[src/rtl/uart_com_ctrl.sv]
// uart_com_ctrl: COM-port serial engine behind the memory controller.
// Bytes written by the controller go through a TX FIFO and leave as 8N1 on uart_txd.
// 8N1 frames on uart_rxd go into an RX FIFO whose head byte is shown to the controller.
//
// state   | meaning (shared encoding for the TX and RX FSMs)
// S_IDLE  | line idle; TX waits for FIFO data, RX waits for a low line
// S_START | start bit; TX drives 0, RX waits half a bit then confirms the low level
// S_DATA  | 8 data bits, LSB first
// S_STOP  | stop bit; TX drives 1, RX samples it once and then returns to idle
module uart_com_ctrl #(
  parameter int CLK_FREQ   = 50000000,
  parameter int BAUD       = 115200,
  parameter int FIFO_DEPTH = 4
) (
  input  logic       clk50M,
  input  logic       rst,
  input  logic [7:0] com_data_out,
  input  logic       enable_com_write,
  output logic       com_write_ready,
  output logic [7:0] com_data_in,
  output logic       com_read_ready,
  input  logic       int_com_ack,
  input  logic       uart_rxd,
  output logic       uart_txd,
  output logic       rx_overrun,
  output logic       rx_frame_err
);

  localparam int DIV = CLK_FREQ / BAUD;
  localparam int AW  = $clog2(FIFO_DEPTH);
  localparam int CW  = $clog2(DIV);
  localparam logic [CW-1:0] BIT_LAST  = CW'(DIV - 1);
  localparam logic [CW-1:0] HALF_LAST = CW'(DIV / 2 - 1);
  localparam logic [AW:0]   FULL_CNT  = (AW + 1)'(FIFO_DEPTH);

  typedef enum logic [1:0] {S_IDLE, S_START, S_DATA, S_STOP} uart_state_t;

  // ---------------- TX FIFO ----------------
  logic [7:0]    tx_mem [FIFO_DEPTH];
  logic [AW-1:0] tx_wr, tx_rd;
  logic [AW:0]   tx_cnt;
  logic          tx_full, tx_empty, tx_push, tx_pop;

  assign tx_full  = (tx_cnt == FULL_CNT);
  assign tx_empty = (tx_cnt == '0);
  // A write into a full FIFO is still taken when the shifter pops in the same cycle.
  assign tx_push  = enable_com_write && (!tx_full || tx_pop);
  assign com_write_ready = !tx_full;

  // TX FIFO pointers and occupancy
  always_ff @(posedge clk50M) begin
    if (rst) begin
      tx_wr  <= '0;
      tx_rd  <= '0;
      tx_cnt <= '0;
    end else begin
      if (tx_push) tx_wr <= tx_wr + 1'b1;
      if (tx_pop)  tx_rd <= tx_rd + 1'b1;
      tx_cnt <= tx_cnt + (AW + 1)'(tx_push) - (AW + 1)'(tx_pop);
    end
  end

  // TX FIFO storage; contents are only meaningful under the pointers
  always_ff @(posedge clk50M) begin
    if (tx_push) tx_mem[tx_wr] <= com_data_out;
  end

  // ---------------- TX FSM ----------------
  uart_state_t   tx_state, tx_state_nxt;
  logic [CW-1:0] tx_timer, tx_timer_nxt;
  logic [2:0]    tx_bit, tx_bit_nxt;
  logic [7:0]    tx_shift, tx_shift_nxt;
  logic          txd_nxt;

  // TX state, bit timer, shifter and the registered line output
  always_ff @(posedge clk50M) begin
    if (rst) begin
      tx_state <= S_IDLE;
      tx_timer <= '0;
      tx_bit   <= '0;
      tx_shift <= '0;
      uart_txd <= 1'b1;
    end else begin
      tx_state <= tx_state_nxt;
      tx_timer <= tx_timer_nxt;
      tx_bit   <= tx_bit_nxt;
      tx_shift <= tx_shift_nxt;
      uart_txd <= txd_nxt;
    end
  end

  // TX next state; the line level is decoded from the next state so it is registered
  always_comb begin
    tx_state_nxt = tx_state;
    tx_timer_nxt = tx_timer;
    tx_bit_nxt   = tx_bit;
    tx_shift_nxt = tx_shift;
    tx_pop       = 1'b0;
    case (tx_state)
      S_IDLE: if (!tx_empty) begin
        tx_pop       = 1'b1;
        tx_shift_nxt = tx_mem[tx_rd];
        tx_timer_nxt = BIT_LAST;
        tx_state_nxt = S_START;
      end
      S_START: if (tx_timer == '0) begin
        tx_timer_nxt = BIT_LAST;
        tx_bit_nxt   = '0;
        tx_state_nxt = S_DATA;
      end else tx_timer_nxt = tx_timer - 1'b1;
      S_DATA: if (tx_timer == '0) begin
        tx_timer_nxt = BIT_LAST;
        if (tx_bit == 3'd7) tx_state_nxt = S_STOP;
        else begin
          tx_bit_nxt   = tx_bit + 1'b1;
          tx_shift_nxt = {1'b0, tx_shift[7:1]};
        end
      end else tx_timer_nxt = tx_timer - 1'b1;
      S_STOP: if (tx_timer == '0) tx_state_nxt = S_IDLE;
              else tx_timer_nxt = tx_timer - 1'b1;
      default: tx_state_nxt = S_IDLE;
    endcase
    txd_nxt = 1'b1;
    if (tx_state_nxt == S_START)     txd_nxt = 1'b0;
    else if (tx_state_nxt == S_DATA) txd_nxt = tx_shift_nxt[0];
  end

  // ---------------- RX synchroniser ----------------
  logic rxd_meta, rxd_sync;

  // Two-flop synchroniser; resets to the idle line level
  always_ff @(posedge clk50M) begin
    if (rst) begin
      rxd_meta <= 1'b1;
      rxd_sync <= 1'b1;
    end else begin
      rxd_meta <= uart_rxd;
      rxd_sync <= rxd_meta;
    end
  end

  // ---------------- RX FSM ----------------
  uart_state_t   rx_state, rx_state_nxt;
  logic [CW-1:0] rx_timer, rx_timer_nxt;
  logic [2:0]    rx_bit, rx_bit_nxt;
  logic [7:0]    rx_shift, rx_shift_nxt;
  logic          rx_push_req, rx_ferr_nxt;

  // RX state, timer, shifter and the framing-error pulse
  always_ff @(posedge clk50M) begin
    if (rst) begin
      rx_state     <= S_IDLE;
      rx_timer     <= '0;
      rx_bit       <= '0;
      rx_shift     <= '0;
      rx_frame_err <= 1'b0;
    end else begin
      rx_state     <= rx_state_nxt;
      rx_timer     <= rx_timer_nxt;
      rx_bit       <= rx_bit_nxt;
      rx_shift     <= rx_shift_nxt;
      rx_frame_err <= rx_ferr_nxt;
    end
  end

  // RX next state; a stop sample either pushes the byte or flags a framing error
  always_comb begin
    rx_state_nxt = rx_state;
    rx_timer_nxt = rx_timer;
    rx_bit_nxt   = rx_bit;
    rx_shift_nxt = rx_shift;
    rx_push_req  = 1'b0;
    rx_ferr_nxt  = 1'b0;
    case (rx_state)
      S_IDLE: if (!rxd_sync) begin
        rx_timer_nxt = HALF_LAST;
        rx_state_nxt = S_START;
      end
      S_START: if (rx_timer == '0) begin
        rx_timer_nxt = BIT_LAST;
        rx_bit_nxt   = '0;
        rx_state_nxt = rxd_sync ? S_IDLE : S_DATA;
      end else rx_timer_nxt = rx_timer - 1'b1;
      S_DATA: if (rx_timer == '0) begin
        rx_timer_nxt = BIT_LAST;
        rx_shift_nxt = {rxd_sync, rx_shift[7:1]};
        if (rx_bit == 3'd7) rx_state_nxt = S_STOP;
        else rx_bit_nxt = rx_bit + 1'b1;
      end else rx_timer_nxt = rx_timer - 1'b1;
      S_STOP: if (rx_timer == '0) begin
        rx_push_req  = rxd_sync;
        rx_ferr_nxt  = !rxd_sync;
        rx_state_nxt = S_IDLE;
      end else rx_timer_nxt = rx_timer - 1'b1;
      default: rx_state_nxt = S_IDLE;
    endcase
  end

  // ---------------- RX FIFO ----------------
  logic [7:0]    rx_mem [FIFO_DEPTH];
  logic [AW-1:0] rx_wr, rx_rd;
  logic [AW:0]   rx_cnt;
  logic          rx_full, rx_empty, rx_push, rx_pop, ack_q;

  assign rx_full  = (rx_cnt == FULL_CNT);
  assign rx_empty = (rx_cnt == '0);
  // Pop on the ack falling edge so the head stays put for the whole CPU read.
  assign rx_pop   = ack_q && !int_com_ack && !rx_empty;
  assign rx_push  = rx_push_req && (!rx_full || rx_pop);
  assign com_read_ready = !rx_empty;
  assign com_data_in    = rx_empty ? 8'h00 : rx_mem[rx_rd];

  // RX FIFO pointers, occupancy, ack edge detect and sticky overrun
  always_ff @(posedge clk50M) begin
    if (rst) begin
      rx_wr      <= '0;
      rx_rd      <= '0;
      rx_cnt     <= '0;
      ack_q      <= 1'b0;
      rx_overrun <= 1'b0;
    end else begin
      ack_q <= int_com_ack;
      if (rx_push) rx_wr <= rx_wr + 1'b1;
      if (rx_pop)  rx_rd <= rx_rd + 1'b1;
      rx_cnt <= rx_cnt + (AW + 1)'(rx_push) - (AW + 1)'(rx_pop);
      if (rx_pop) rx_overrun <= 1'b0;
      else if (rx_push_req && rx_full) rx_overrun <= 1'b1;
    end
  end

  // RX FIFO storage
  always_ff @(posedge clk50M) begin
    if (rx_push) rx_mem[rx_wr] <= rx_shift_nxt;
  end

endmodule

[config.mk]
export PLATFORM = sky130hd
export DESIGN_NAME = uart_com_ctrl
export DESIGN_NICKNAME = d
export VERILOG_FILES = /design/src/rtl/uart_com_ctrl.sv
export SDC_FILE = /design/constraint.sdc
export NUM_CORES = 1
export LEC_CHECK = 0
export CAP_MARGIN = 20
export CORE_AREA = 5 5 111 113
export DETAILED_ROUTE_END_ITERATION = 6
export DIE_AREA = 0 0 116 118
export PLACE_DENSITY = 0.81
export SYNTH_ARGS = -nofsm -noshare
export SYNTH_HDL_FRONTEND = slang
export SYNTH_SLANG_ARGS = --single-unit
[constraint.sdc]
create_clock -name clk50M -period 4 [get_ports clk50M]
set_input_delay 0.8 -clock clk50M [delete_from_list [all_inputs] [get_ports clk50M]]
set_output_delay 0.8 -clock clk50M [all_outputs]
set_load 0.02 [all_outputs]
==> results.json <==
{
  "synth-async-reset-ratio_pct": 0,
  "irDropWorstVdd_mv": 0.346,
  "status": "finished, final reports clean",
  "postRouteAntennaNets": 0,
  "std_cell_rows": 39,
  "timing.hold.ws_ns": 0.407,
  "seq_area_sq_mm": 0.00328,
  "syn_nets": 560,
  "hold_viol_final": 0,
  "critical_path.max_fanout": 9,
  "avgViaCountPerCell": 5.69,
  "seq_area_frac_synth_pct": 54.9,
  "dieArea_sq_mm": 0.0137,
  "yosys_warnings": 0,
  "first_pass_iters": 4,
  "nets": 585,
  "setup_viol": 0,
  "maxCapViolations": 0,
  "clkSinkCount": 132,
  "clock-skew-final_ns": 0.0151,
  "gr-total-overflow": 0,
  "multiInputGateArea_sq_mm": 0.00247,
  "min_path_type": "register to register",
  "min_period_ns": 3.28,
  "fmax_ghz": 0.305,
  "die_x_um": 116,
  "netlist_instances": 518,
  "critPathLaunchType": "register",
  "relSlewSlack_pct": 57.7,
  "core_area_sq_mm": 0.0112,
  "routedWlPerCell_um": 16.2,
  "synth.largest_area_cell": "edfxtp_1",
  "num_antenna_cells": 0,
  "antenna_found_initial": 0,
  "grt_max_degree": 44,
  "drive_gt1_share_pct": 12.9,
  "initial_utilization_pct": 53.3,
  "p_per_area_mw_per_mm2": 629,
  "dieHeight_um": 118,
  "critPathKind": "register to register",
  "drc": 0,
  "track_usage_pct": 17.5,
  "first_iter_violations": 237,
  "post_cts_buffers": 0,
  "synth.area.top_cells": "edfxtp_1 32%, dfxtp_1 23%, mux4_2 6.0%, ha_1 5.7%, nor2_1 3.2%",
  "dpl.hpwl_um": 7390,
  "arrival_ns": 3.56,
  "fillers": 870,
  "tns_ns": 0,
  "syn2layout_area_growth_pct": 15.6,
  "yosysTopAreaCellShare_pct": 32.2,
  "syn_area_sq_mm": 0.00598,
  "clk_latency_ns": 0.41,
  "min_period_over_period_pct": 81.9,
  "synth_seq_cells": 132,
  "synthFlopType": "dfxtp_1",
  "grt_pass1_wl_um": 19200,
  "grt_setup_unrepaired": "false",
  "io_buffers": 25,
  "ctsHtreeMaxLevel": 4,
  "root_buffer": "clkbuf_16",
  "synth_edf_count": 64,
  "worstMarginPinSlew_ns": 0.634,
  "numCtsBuffers": 17,
  "synth.distinct_cells": 63,
  "cp-end-kind": "register",
  "avgSynthCellArea_sq_um": 11.5,
  "final_max_slew_viol_count": 0,
  "ioPinCount": 26,
  "wl_um": 11300,
  "grt_pass1_vias": 3966,
  "ctsHoldBuffers": 0,
  "vias": 3979,
  "cts_tree": "done",
  "cts-resized-gates": 0,
  "routabilityCongestion": 0.826,
  "path_clk_slew_ns": 0.06,
  "cts_buffer_depth": 2,
  "p_leak_nw": 2.47,
  "cp.required_ns": 4.29
}
## layer usage
layer / vias up / track usage [%] / wire length (um)
met5: - / 0 / 0
li1: 1928 / - / -
met3: 13 / 4.42 / 443
met1: 1940 / 21.7 / 4790
met4: 0 / 5.15 / 116
met2: 98 / 30.0 / 5980
## layout make-up
cell class,count,share of cell area (%)
tap,143,2.59
multi-input combinational,329,35.8
inverter,35,1.90
timing repair buffer,28,3.95
sequential,132,47.5
clock inverter,14,2.06
clock buffer,18,6.21
## stage by stage
step / total power [mW] / instance area, sq um / std cells / setup slack [ns] / util, %
3_3_place_gp: 2.79 / 6340 / 667 / 0.746 / 56.5
2_1_floorplan: 2.60 / 5980 / 518 / 1.12 / -
6_report: 4.35 / 6910 / 699 / 0.724 / 61.5
3_5_place_dp: 2.84 / 6340 / 667 / 0.632 / 56.5
4_1_cts: 4.36 / 6910 / 699 / 0.747 / 61.5
5_1_grt: 4.61 / 6910 / 699 / 0.484 / 61.5
## Yosys cell counts, drive strengths merged (2+ instances only)
cell and number:
a211o 2, xor2 6, ha 27, nor4b 3, nand2b 3, nand3 9, edfxtp 64, and3 2
a211oi 2, nor3 13, or2 4, nand2 21, a21oi 39, nor3b 3, a32oi 2, dfxtp 68
and2 22, buf 7, xnor2 7, o31ai 3, inv 35, mux4 16, a21boi 2, nand4 2
a311oi 5, nand4b 3, a22oi 2, o22ai 2, nor2 51, nor2b 14, mux2 8, nor4 6
o21ai 27, fa 2, a31oi 4, clkbuf 15
## layout by cell type, fill, tap and decap left out, types with 3 or more instances in the layout
cell	count
a21oi_1	38
a311oi_1	4
a31oi_1	4
and2_1	22
buf_4	3
clkbuf_16	17
clkdlybuf4s50_1	25
clkinvlp_4	5
dfxtp_1	68
edfxtp_1	64
ha_1	27
inv_1	35
inv_6	6
mux2_2	8
mux4_2	16
nand2_1	21
nand2b_1	3
nand3_1	8
nor2_1	51
nor2b_1	14
nor3_1	13
nor3b_1	3
nor4_1	4
o21ai_0	27
o31ai_1	3
or2_2	4
xnor2_1	7
xor2_1	6
## kinds of logic (layout without fill, tap and decap cells)
group / Yosys count / in the layout / synth area share, %
DFF: 132 / 132 / 54.9
and+or+nand+nor: 160 / 160 / 14.6
buffers and inverters: 57 / 95 / 3.75
xor gates and xnor gates: 13 / 13 / 1.90
adders and majority gates: 29 / 29 / 6.32
AOI/OAI and AO/OA: 102 / 102 / 10.8
muxes: 25 / 25 / 7.70
## state kept, by name, summed over array words and instances, names as in the netlist, 3 cells and up, named ones only
name,count
tx_mem,32
tx_shift,8
tx_cnt,3
tx_timer,9
rx_shift,8
rx_bit,3
tx_bit,3
rx_cnt,3
rx_mem,32
rx_timer,9
## worst max-delay path, stage by stage (launching register included)
cell	delay [ns]
dfxtp_1	0.34
inv_1	0.06
ha_1	0.22
nor4b_4	0.47
nand3_2	0.23
a311oi_4	0.44
inv_1	0.10
ha_1	0.31
inv_1	0.06
ha_1	0.13
inv_1	0.05
fa_1	0.37
xor2_1	0.18
xnor2_1	0.14
nor2_1	0.05
## path summary, 6_finish.rpt
path | start | endpoint | slack (ns) | cells past startpoint
worst max-delay path | rx_timer[0] | rx_cnt[2] | 0.72 | 14
worst min-delay path | rxd_meta | rxd_sync | 0.41 | 1
worst min register to register | rxd_meta | rxd_sync | 0.41 | 1
worst max register to register | rx_timer[0] | rx_cnt[2] | 0.72 | 14
## where the power goes
group	switching, mW	total, mW	internal, mW
registers	0.164	1.72	1.56
clock network	0.621	1.50	0.874
logic	0.666	1.13	0.463
total	1.45	4.35	2.90
(Power assumes the default switching activity.)
